--- src/rtl/mips_ctrl_pkg.sv ---
// Shared definitions for the multicycle MIPS control unit.
// Holds the opcode and funct encodings, ALU control codes, the internal
// aluop codes and the FSM state enumeration.
package mips_ctrl_pkg;

  // Opcodes (instr[31:26])
  localparam logic [5:0] OpRtype = 6'b000000;
  localparam logic [5:0] OpLw    = 6'b100011;
  localparam logic [5:0] OpSw    = 6'b101011;
  localparam logic [5:0] OpBeq   = 6'b000100;
  localparam logic [5:0] OpAddi  = 6'b001000;
  localparam logic [5:0] OpJ     = 6'b000010;

  // R-type funct field (instr[5:0])
  localparam logic [5:0] FunctAdd = 6'b100000;
  localparam logic [5:0] FunctSub = 6'b100010;
  localparam logic [5:0] FunctAnd = 6'b100100;
  localparam logic [5:0] FunctOr  = 6'b100101;
  localparam logic [5:0] FunctSlt = 6'b101010;

  // ALU control codes driven to the datapath
  localparam logic [2:0] AluAdd = 3'b010;
  localparam logic [2:0] AluSub = 3'b110;
  localparam logic [2:0] AluAnd = 3'b000;
  localparam logic [2:0] AluOr  = 3'b001;
  localparam logic [2:0] AluSlt = 3'b111;

  // Internal ALU operation class chosen by the FSM
  typedef enum logic [1:0] {
    AluOpAdd   = 2'b00,
    AluOpSub   = 2'b01,
    AluOpFunct = 2'b10
  } aluop_t;

  // FSM states; encodings are visible on the debug port
  typedef enum logic [3:0] {
    StFetch   = 4'd0,
    StDecode  = 4'd1,
    StMemAdr  = 4'd2,
    StMemRd   = 4'd3,
    StMemWb   = 4'd4,
    StMemWr   = 4'd5,
    StRtypeEx = 4'd6,
    StRtypeWb = 4'd7,
    StBeqEx   = 4'd8,
    StAddiEx  = 4'd9,
    StAddiWb  = 4'd10,
    StJEx     = 4'd11
  } state_t;

endpackage

--- src/rtl/aludec.sv ---
// ALU decoder: maps the FSM's aluop class and the instruction funct field
// to the 3-bit ALU control code. Purely combinational.
//   aluop_i      : operation class from the FSM
//   funct_i      : instr[5:0]
//   alucontrol_o : ALU control code
module aludec
  import mips_ctrl_pkg::*;
(
  input  aluop_t     aluop_i,
  input  logic [5:0] funct_i,
  output logic [2:0] alucontrol_o
);

  always_comb begin
    alucontrol_o = AluAdd;
    case (aluop_i)
      AluOpAdd: alucontrol_o = AluAdd;
      AluOpSub: alucontrol_o = AluSub;
      AluOpFunct: begin
        case (funct_i)
          FunctAdd: alucontrol_o = AluAdd;
          FunctSub: alucontrol_o = AluSub;
          FunctAnd: alucontrol_o = AluAnd;
          FunctOr:  alucontrol_o = AluOr;
          FunctSlt: alucontrol_o = AluSlt;
          default:  alucontrol_o = AluAdd;  // unknown funct behaves as add
        endcase
      end
      default: alucontrol_o = AluAdd;
    endcase
  end

endmodule

--- src/rtl/multicycle_controller.sv ---
// Moore control FSM for the multicycle MIPS datapath. Sequences each
// instruction through fetch/decode/execute/memory/writeback and drives
// every datapath select and enable.
//   clk, reset       : clock, synchronous active-high reset
//   op, funct, zero  : IR fields and ALU zero flag from the datapath
//   pcen ... memwrite: datapath enables (forced low while reset=1)
//   alusrca ... pcsrc: datapath selects
//   alucontrol       : ALU operation
//   state            : current FSM state for debug
module multicycle_controller
  import mips_ctrl_pkg::*;
#(
  parameter int unsigned STATE_W = 4
) (
  input  logic               clk,
  input  logic               reset,
  input  logic [5:0]         op,
  input  logic [5:0]         funct,
  input  logic               zero,
  output logic               pcen,
  output logic               irwrite,
  output logic               regwrite,
  output logic               memwrite,
  output logic               alusrca,
  output logic               iord,
  output logic               memtoreg,
  output logic               regdst,
  output logic [1:0]         alusrcb,
  output logic [1:0]         pcsrc,
  output logic [2:0]         alucontrol,
  output logic [STATE_W-1:0] state
);

  state_t state_q;
  state_t dec_state;
  aluop_t aluop;
  logic   pcwrite, branch, irwrite_raw, regwrite_raw, memwrite_raw;

  always_ff @(posedge clk) begin
    if (reset) begin
      state_q <= StFetch;
    end else begin
      case (state_q)
        StFetch:  state_q <= StDecode;
        StDecode: begin
          case (op)
            OpLw, OpSw: state_q <= StMemAdr;
            OpRtype:    state_q <= StRtypeEx;
            OpBeq:      state_q <= StBeqEx;
            OpAddi:     state_q <= StAddiEx;
            OpJ:        state_q <= StJEx;
            default:    state_q <= StFetch;  // unknown op: PC already advanced
          endcase
        end
        StMemAdr: begin
          if (op == OpLw)      state_q <= StMemRd;
          else if (op == OpSw) state_q <= StMemWr;
          else                 state_q <= StFetch;
        end
        StMemRd:   state_q <= StMemWb;
        StRtypeEx: state_q <= StRtypeWb;
        StAddiEx:  state_q <= StAddiWb;
        default:   state_q <= StFetch;
      endcase
    end
  end

  // During reset the selects show FETCH values regardless of the held state.
  assign dec_state = reset ? StFetch : state_q;

  always_comb begin
    pcwrite      = 1'b0;
    branch       = 1'b0;
    irwrite_raw  = 1'b0;
    regwrite_raw = 1'b0;
    memwrite_raw = 1'b0;
    alusrca      = 1'b0;
    iord         = 1'b0;
    memtoreg     = 1'b0;
    regdst       = 1'b0;
    alusrcb      = 2'b00;
    pcsrc        = 2'b00;
    aluop        = AluOpAdd;
    case (dec_state)
      StFetch: begin
        alusrcb     = 2'b01;
        irwrite_raw = 1'b1;
        pcwrite     = 1'b1;
      end
      StDecode: alusrcb = 2'b11;  // branch target precomputed into aluout
      StMemAdr: begin
        alusrca = 1'b1;
        alusrcb = 2'b10;
      end
      StMemRd: iord = 1'b1;
      StMemWb: begin
        memtoreg     = 1'b1;
        regwrite_raw = 1'b1;
      end
      StMemWr: begin
        iord         = 1'b1;
        memwrite_raw = 1'b1;
      end
      StRtypeEx: begin
        alusrca = 1'b1;
        aluop   = AluOpFunct;
      end
      StRtypeWb: begin
        regdst       = 1'b1;
        regwrite_raw = 1'b1;
      end
      StBeqEx: begin
        alusrca = 1'b1;
        aluop   = AluOpSub;
        pcsrc   = 2'b01;
        branch  = 1'b1;
      end
      StAddiEx: begin
        alusrca = 1'b1;
        alusrcb = 2'b10;
      end
      StAddiWb: regwrite_raw = 1'b1;
      StJEx: begin
        pcsrc   = 2'b10;
        pcwrite = 1'b1;
      end
      default: ;
    endcase
  end

  assign pcen     = ~reset & (pcwrite | (branch & zero));
  assign irwrite  = ~reset & irwrite_raw;
  assign regwrite = ~reset & regwrite_raw;
  assign memwrite = ~reset & memwrite_raw;
  assign state    = STATE_W'(state_q);

  aludec u_aludec (
    .aluop_i     (aluop),
    .funct_i     (funct),
    .alucontrol_o(alucontrol)
  );

endmodule

--- config.mk ---
export PLATFORM = sky130hd
export DESIGN_NAME = multicycle_controller
export DESIGN_NICKNAME = d
export VERILOG_FILES = /design/src/rtl/mips_ctrl_pkg.sv /design/src/rtl/aludec.sv /design/src/rtl/multicycle_controller.sv
export SDC_FILE = /design/constraint.sdc
export NUM_CORES = 1
export LEC_CHECK = 0
export ABC_AREA = 1
export BUFFER_PORTS_ARGS = -buffer_cell sky130_fd_sc_hd__buf_2
export CELL_PAD_IN_SITES_DETAIL_PLACEMENT = 0
export CELL_PAD_IN_SITES_GLOBAL_PLACEMENT = 2
export CORE_ASPECT_RATIO = 0.8
export CORE_MARGIN = 2
export CORE_UTILIZATION = 18
export CTS_CLUSTER_DIAMETER = 120
export DETAILED_ROUTE_END_ITERATION = 8
export GPL_TIMING_DRIVEN = 1
export PLACE_DENSITY_LB_ADDON = 0.1
export SYNTH_ARGS = -nofsm -noshare
export SYNTH_HDL_FRONTEND = slang
export SYNTH_SLANG_ARGS = --single-unit
--- constraint.sdc ---
create_clock -name clk -period 1.76 [get_ports clk]
set_input_delay 0.176 -clock clk [delete_from_list [all_inputs] [get_ports clk]]
set_output_delay 0.176 -clock clk [all_outputs]
set_load 0.005 [all_outputs]
==> results of run 1 <==
## through the flow
step	utilization (%)	cells	total power [uW]	setup WS [ps]	area, sq um
after floorplan	-	115	142	338	582
final	33.1	203	372	55.3	1020
after global placement	26.2	189	186	80.0	807
after detailed placement	26.2	189	184	43.0	807
after CTS	30.0	197	378	4.54	925
after global routing	33.1	203	400	-54.0	1020
## power by group through the flow
stage / registers (uW) / logic [uW] / clock network, uW
final: 94.7 / 91.6 / 186
after global routing: 95.2 / 106 / 199
after CTS: 97.7 / 88.5 / 192
after detailed placement: 98.0 / 86.3 / 0
after global placement: 97.9 / 87.9 / 0
after floorplan: 99.3 / 42.4 / 0
## logic make-up (layout without fill, tap and decap cells)
| logic type | after synthesis | count (layout) |
|---|---|---|
| adder cells (fa/ha/maj) | 3 | 3 |
| AO/OA/AOI/OAI | 10 | 10 |
| AND/OR/NAND/NOR | 69 | 69 |
| flip-flops | 4 | 4 |
| buffers and inverters | 29 | 77 |
## placed cells by master (no fill, tap or decap), types with 2 or more instances in the layout
master | netlist | layout
sky130_fd_sc_hd__buf_2 | 0 | 33
sky130_fd_sc_hd__nor2_1 | 26 | 21
sky130_fd_sc_hd__inv_1 | 26 | 20
sky130_fd_sc_hd__nand2_1 | 22 | 19
sky130_fd_sc_hd__nand3_1 | 13 | 13
sky130_fd_sc_hd__buf_4 | 0 | 12
sky130_fd_sc_hd__inv_2 | 2 | 6
sky130_fd_sc_hd__nor2_2 | 4 | 5
sky130_fd_sc_hd__nor2_4 | 1 | 5
sky130_fd_sc_hd__a21oi_1 | 5 | 5
sky130_fd_sc_hd__clkbuf_8 | 0 | 3
sky130_fd_sc_hd__dfxtp_4 | 0 | 3
sky130_fd_sc_hd__nand2_2 | 0 | 2
sky130_fd_sc_hd__inv_4 | 0 | 2
sky130_fd_sc_hd__nand4_1 | 2 | 2
sky130_fd_sc_hd__o22ai_1 | 2 | 2
sky130_fd_sc_hd__o21ai_0 | 2 | 2
sky130_fd_sc_hd__ha_4 | 0 | 2
## routing by layer
layer | GRT usage (%) | part of all wire [%] | vias up
met3 | 1.44 | 7.1 | 2
met5 | 0 | 0 | -
met2 | 18.1 | 42 | 24
met4 | 2.04 | 1.0 | 0
li1 | - | - | 448
met1 | 15.9 | 49 | 343
## cell usage after synthesis
cell type	number	area share (%)
sky130_fd_sc_hd__inv_1	26	17
sky130_fd_sc_hd__nor2_1	26	17
sky130_fd_sc_hd__nand2_1	22	14
sky130_fd_sc_hd__nand3_1	13	11
sky130_fd_sc_hd__a21oi_1	5	4.3
sky130_fd_sc_hd__dfxtp_1	4	14
sky130_fd_sc_hd__nor2_2	4	4.3
sky130_fd_sc_hd__ha_1	3	6.5
sky130_fd_sc_hd__inv_2	2	1.3
sky130_fd_sc_hd__nand4_1	2	2.2
sky130_fd_sc_hd__o21ai_0	2	1.7
sky130_fd_sc_hd__o22ai_1	2	2.2
sky130_fd_sc_hd__clkbuf_2	1	0.86
sky130_fd_sc_hd__nand3b_1	1	1.3
sky130_fd_sc_hd__nor2_4	1	1.9
sky130_fd_sc_hd__o21ai_1	1	0.86
## final timing paths
kind	from	end	slack, ps	cells after the start
max	state[1]	alucontrol[1]	60	9
min	reset	state[2]	260	2
max reg2reg	state[1]	state[0]	560	8
min reg2reg	state[3]	state[3]	610	2
## what timing repair did
item	CTS	global route
gates resized for setup	14	18
pin swaps	3	8
endpoints found under the setup margin	3	5
buffers inserted	5	6
endpoints found under the hold margin	0	0
hold buffers	0	0
## cell type report
| class | instances | area [sq um] | area share, % |
|---|---|---|---|
| Tap cell | 40 | 50.0 | 4.90 |
| Sequential cell | 4 | 92.6 | 9.06 |
| Clock buffer | 3 | 41.3 | 4.04 |
| Timing Repair Buffer | 46 | 267 | 26.1 |
| Multi-Input combinational cell | 82 | 462 | 45.2 |
| Inverter | 28 | 110 | 10.8 |
## worst max-delay path, delay by kind of cell, from the launching register on
| family | cells | cell delay [ps] |
|---|---|---|
| DFF | 1 | 380 |
| adders and majority gates | 1 | 220 |
| buffers and inverters | 4 | 330 |
| and+or+nand+nor | 4 | 380 |
==> Implementation_results.wiki, run 1 <==
{| class="wikitable"
! Metric !! Value
|-
| Class of the most critical setup path || register to primary output
|-
| Floorplan die height || 54.9 um
|-
| Net switching fraction of the power || 26.7%
|-
| Internal Pwr Total || 273 uW
|-
| Portion of total power attributed to the clock network || 49.9%
|-
| Number of flip-flops in the largest register || 4
|-
| Static leakage || 0.000551 uW
|-
| Wire length of the first global-routing pass || 3.15 mm
|-
| Antenna fix cells || 0
|-
| XOR/XNOR Fraction of Synth Area || 0%
|-
| Largest family of logic cells by synthesized area || simple AND/OR/NAND/NOR gates
|-
| Final critical-path required period || 1700 ps
|-
| Unique cell type count in the Yosys netlist || 16
|-
| Wire length per cell after detailed routing || 9.88 um
|-
| Final hold violation count || 0
|-
| Adder-cell share of the synthesized area || 6.45%
|-
| Maximum single-stage delay on the critical path || 380 ps
|-
| Multiplexer share of the synthesized area || 0%
|-
| Power share of the combinational group || 24.6%
|-
| Remaining number of nets flagged by the antenna check after routing || 0
|-
| Most frequent CP cell || sky130_fd_sc_hd__nor2_4
|-
| Clock tree from TritonCTS || yes
|-
| DRT Wirelength || 2.01 mm
|-
| Endpoint class of the critical path || primary output
|-
| Worst Skew || 1.48 ps
|-
| Core region area || 0.00309 sq mm
|-
| Worst EP required || 1580 ps
|-
| Total number of yosys warnings || 0
|-
| Global placer's final weighted congestion || 0.786
|-
| Number of cell rows || 18
|-
| Mean cell area of the mapped netlist || 5.06 sq um
|-
| Number of clock buffers inserted by TritonCTS || 3
|-
| Total of buffers placed on input and output ports || 33
|-
| Net count after synthesis || 133
|-
| Setup repair after global routing missed its margin || true
|-
| Area growth from synthesis to layout || 75.7%
|-
| Slew at the pin closest to its max-slew limit || 289 ps
|-
| Share of layout cells above drive strength 1 || 46.6%
|-
| Average via count per standard cell || 4.02
|-
| Arrival time of data at the critical path endpoint || 1530 ps
|-
| Number of nets at the end of the flow || 183
|-
| Setup Total Neg Slack || 0 ps
|-
| Crit-path slowest cell || sky130_fd_sc_hd__dfxtp_4
|-
| Sequential area share after synthesis || 13.8%
|-
| Global routing usage summed across all routing layers || 11.2%
|-
| CP Max Fanout || 5
|-
| Die width || 67.6 um
|-
| Simple-Gate Fraction of Synth Area || 51.8%
|-
| Number of instances in the synthesized netlist || 115
|-
| Worst Hold Class || input port to register
|-
| Flip-flop and latch count after synthesis || 4
|-
| Cell area after synthesis || 582 sq um
|-
| Number of I/O pins || 34
|-
| Net switching power || 99.2 uW
|-
| DRC marker count from the first detailed-route iteration || 24
|-
| Initial antenna violation count || 0
|-
| Outcome || complete, no violations
|-
| Final setup violating endpoints || 0
|-
| Clk_lat worst skew || 210 ps
|-
| Clock sink count || 4
|-
| Synth Area in Compound Gates || 9.03%
|-
| Worst hold slack || 264 ps
|-
| Max IR drop VDD || 0.420 mV
|-
| Largest net degree at the start of global routing || 9
|-
| Number of maximum-capacitance constraint violations || 0
|-
| Initial DRT Pass Iterations || 4
|-
| Global route total overflow || 0
|-
| Portion of total power attributed to sequential cells || 25.5%
|-
| Worst Setup Start Kind || register
|-
| Die ar. || 0.00371 sq mm
|-
| Ordered list of cells on the worst path || inv_4 > nor2_4 > inv_2 > nor2_4 > inv_1 > ha_4 > nor2_1 > nand2_1 > buf_2
|-
| Longest Clk Path Bufs || 2
|-
| Max transition margin || 80.7%
|-
| Root Buffer Master || sky130_fd_sc_hd__clkbuf_8
|-
| H-tree lvl count || 1
|-
| Total power density per cell area || 364 mW/mm^2
|-
| Via count of the first global-routing pass || 741
|-
| Drc violations || 0
|-
| Final-report max-slew violation count || 0
|-
| DR vias || 817
|-
| Initial core utilization || 18.9%
|-
| Total half-perimeter wirelength after legalization and detailed placement || 1.64 mm
|-
| Clock-pin transition on the worst setup and hold timing paths || 30 ps
|-
| Fill cells || 345
|-
| Share of the cycle needed by the critical path after routing || 96.9%
|-
| Maximum clock frequency || 0.587 GHz
|}
No activity file was read; power rests on OpenSTA's default activity.
==> run 2, diff against run 1 <==
--- a/config.mk
+++ b/config.mk
@@ -9,7 +9,6 @@
 export BUFFER_PORTS_ARGS = -buffer_cell sky130_fd_sc_hd__buf_2
 export CELL_PAD_IN_SITES_DETAIL_PLACEMENT = 0
 export CELL_PAD_IN_SITES_GLOBAL_PLACEMENT = 2
-export CORE_ASPECT_RATIO = 0.8
 export CORE_MARGIN = 2
 export CORE_UTILIZATION = 18
 export CTS_CLUSTER_DIAMETER = 120
==> Implementation_results.wiki, run 2 (synthesized netlist as in run 1, its figures left out) <==
{| class="wikitable"
! Metric !! Value
|-
| Number of maximum-capacitance constraint violations || 0 (unchanged)
|-
| Cell depth of the worst min-delay path || 2 (unchanged)
|-
| Root Buffer Master || sky130_fd_sc_hd__clkbuf_4 (was sky130_fd_sc_hd__clkbuf_8)
|-
| Top routing layer in use || met3 (was met4)
|-
| Maximum single-stage delay on the critical path || 360 ps (was 380 ps)
|-
| Remaining number of nets flagged by the antenna check after routing || 0 (unchanged)
|-
| Area of the multi-input gates || 474 sq um (was 462 sq um)
|-
| Drc violations || 0 (unchanged)
|-
| Number of clock buffers inserted by TritonCTS || 3 (unchanged)
|-
| Clock-pin transition on the worst setup and hold timing paths || 30 ps (about the same)
|-
| Floorplan die height || 60.9 um (was 54.9 um)
|-
| Final Power || 293 uW (was 372 uW)
|-
| Final setup violating endpoints || 0 (unchanged)
|-
| Cell count of the worst reg-to-reg path || 6 (was 8)
|-
| Core region area || 0.00305 sq mm (was 0.00309 sq mm)
|-
| Met3 routed wirelength || 89 um (was 143 um)
|-
| H-tree lvl count || 1 (unchanged)
|-
| Number of cell rows || 20 (was 18)
|-
| DRC marker count from the first detailed-route iteration || 6 (was 24)
|-
| Endpoint class of the critical path || primary output (unchanged)
|-
| Share of the cycle needed by the critical path after routing || 98.2% (was 96.9%)
|-
| Via count of the first global-routing pass || 753 (was 741)
|-
| Global placer's final weighted congestion || 0.773 (was 0.786)
|-
| Global route total overflow || 0 (unchanged)
|-
| Wire length of the first global-routing pass || 2.98 mm (was 3.15 mm)
|-
| Ordered list of cells on the worst path || inv_2 > nand2_2 > nor2_1 > inv_1 > nor2_4 > buf_6 > ha_4 > nor2_2 > nand2_1 > buf_2 (was inv_4 > nor2_4 > inv_2 > nor2_4 > inv_1 > ha_4 > nor2_1 > nand2_1 > buf_2)
|-
| Final-report max-slew violation count || 0 (unchanged)
|-
| Largest net degree at the start of global routing || 9 (unchanged)
|-
| Number of flip-flops in the largest register || 4 (unchanged)
|-
| Outcome || complete, no violations (unchanged)
|-
| WP depth || 10 (was 9)
|-
| Clock tree from TritonCTS || yes (unchanged)
|-
| Total of buffers placed on input and output ports || 33 (unchanged)
|-
| Worst Skew || 1.81 ps (was 1.48 ps)
|-
| Total buffers and inverters traversed by the critical path || 4 (unchanged)
|-
| Total power density per cell area || 282 mW/mm^2 (was 364 mW/mm^2)
|-
| Wire length per cell after detailed routing || 9.39 um (was 9.88 um)
|-
| Number of nets at the end of the flow || 186 (was 183)
|-
| Die ar. || 0.00370 sq mm (was 0.00371 sq mm)
|-
| Initial antenna violation count || 0 (unchanged)
|-
| Number of non-filler instances in the completed layout || 210 (was 203)
|-
| Average via count per standard cell || 4.08 (was 4.02)
|-
| Max IR drop VDD || 0.226 mV (was 0.420 mV)
|-
| Setup Total Neg Slack || 0 ps (unchanged)
|-
| Final Util || 34.1% (was 33.1%)
|-
| Slew at the pin closest to its max-slew limit || 209 ps (was 289 ps)
|-
| Fill cells || 364 (was 345)
|-
| Worst EP required || 1580 ps (about the same)
|-
| DRT Wirelength || 1.97 mm (was 2.01 mm)
|-
| Met1 WL || 888 um (was 989 um)
|-
| DR vias || 856 (was 817)
|-
| Final hold violation count || 0 (unchanged)
|-
| Area taken by flip-flops and latches || 92.6 sq um (unchanged)
|-
| Area growth from synthesis to layout || 78.9% (was 75.7%)
|-
| Clk_lat worst skew || 230 ps (was 210 ps)
|-
| Initial core utilization || 19.1% (was 18.9%)
|-
| Number of cells in the design after placement || 194 (was 189)
|-
| Clock sink count || 4 (unchanged)
|-
| Crit-path slowest cell || sky130_fd_sc_hd__dfxtp_4 (unchanged)
|-
| Worst Setup Start Kind || register (unchanged)
|-
| Max transition margin || 86.0% (was 80.7%)
|-
| Share of layout cells above drive strength 1 || 49.4% (was 46.6%)
|-
| Static leakage || 0.000558 uW (was 0.000551 uW)
|-
| Most common cell after layout, fill and taps aside || sky130_fd_sc_hd__buf_2 (unchanged)
|-
| Number of I/O pins || 34 (unchanged)
|-
| Longest Clk Path Bufs || 2 (unchanged)
|-
| Antenna fix cells || 0 (unchanged)
|-
| Die width || 60.9 um (was 67.6 um)
|-
| Global routing usage summed across all routing layers || 10.5% (was 11.2%)
|-
| CP Max Fanout || 5 (unchanged)
|-
| Worst Hold Class || input port to register (unchanged)
|-
| Commonest non-fill, non-tap cells in the layout || 33 x sky130_fd_sc_hd__buf_2, 20 x sky130_fd_sc_hd__inv_1, 20 x sky130_fd_sc_hd__nand2_1, 19 x sky130_fd_sc_hd__nor2_1, 15 x sky130_fd_sc_hd__buf_4 (was 33 x sky130_fd_sc_hd__buf_2, 21 x sky130_fd_sc_hd__nor2_1, 20 x sky130_fd_sc_hd__inv_1, 19 x sky130_fd_sc_hd__nand2_1, 13 x sky130_fd_sc_hd__nand3_1)
|-
| Total half-perimeter wirelength after legalization and detailed placement || 1.61 mm (was 1.64 mm)
|-
| Maximum clock frequency || 0.579 GHz (was 0.587 GHz)
|-
| Initial DRT Pass Iterations || 2 (was 4)
|-
| Class of the most critical setup path || register to primary output (unchanged)
|-
| Crit-path leading delay family || simple AND/OR/NAND/NOR gates (was flip-flops)
|-
| Met2 wirelength from detailed routing || 994 um (was 851 um)
|-
| Setup repair after global routing missed its margin || true (unchanged)
|-
| Final critical-path required period || 1730 ps (was 1700 ps)
|-
| Arrival time of data at the critical path endpoint || 1550 ps (was 1530 ps)
|}
==> run 2: changes by cell type in the layout (fill, tap and decap cells not counted), sizes merged <==
cell	before	now
buf	46	49
==> run 2: power breakdown <==
group	total [uW]	switching, uW	internal (uW)	leakage, uW
combinational	87.8	52.0	35.8	0.000509
sequential	96.3	6.06	90.2	0.0000352
clock	109	33.0	76.0	0.0000138
==> run 2: metal layers <==
metal | vias to the layer above | GRT usage [%]
met1 | 387 | 12.9
li1 | 453 | -
met3 | 0 | 1.92
met2 | 16 | 18.6
met5 | - | 0
met4 | 0 | 2.80
==> run 2: worst paths after layout <==
path	endpoint	startpoint	slack, ps
max reg2reg	state[0]	state[3]	640
max	alucontrol[1]	state[2]	30
min	state[3]	reset	250
min reg2reg	state[3]	state[3]	600
==> run 2: metrics by stage <==
stage          instance area, sq um  hold slack [ps]  worst slack, ps
6_report                       1040              246             32.2
5_1_grt                        1040              250            -50.1
4_1_cts                         953              220            -10.7
3_5_place_dp                    820              464              116
3_3_place_gp                    820              479              137
2_1_floorplan                   582              390              338
==> run 2: final cells by class <==
type / instances / share of cell area [%]
Clock buffer: 3 / 2.16
Inverter: 28 / 10.3
Multi-Input combinational cell: 82 / 45.6
Sequential cell: 4 / 8.89
Tap cell: 44 / 5.29
Timing Repair Buffer: 49 / 27.8
==> run 2: timing repair <==
| item | in CTS | in global routing |
|---|---|---|
| resized for setup | 13 | 21 |
| endpoints found under the setup margin | 3 | 6 |
| buffers inserted | 10 | 4 |
| hold buffers | 0 | 0 |
| pin swaps | 5 | 6 |
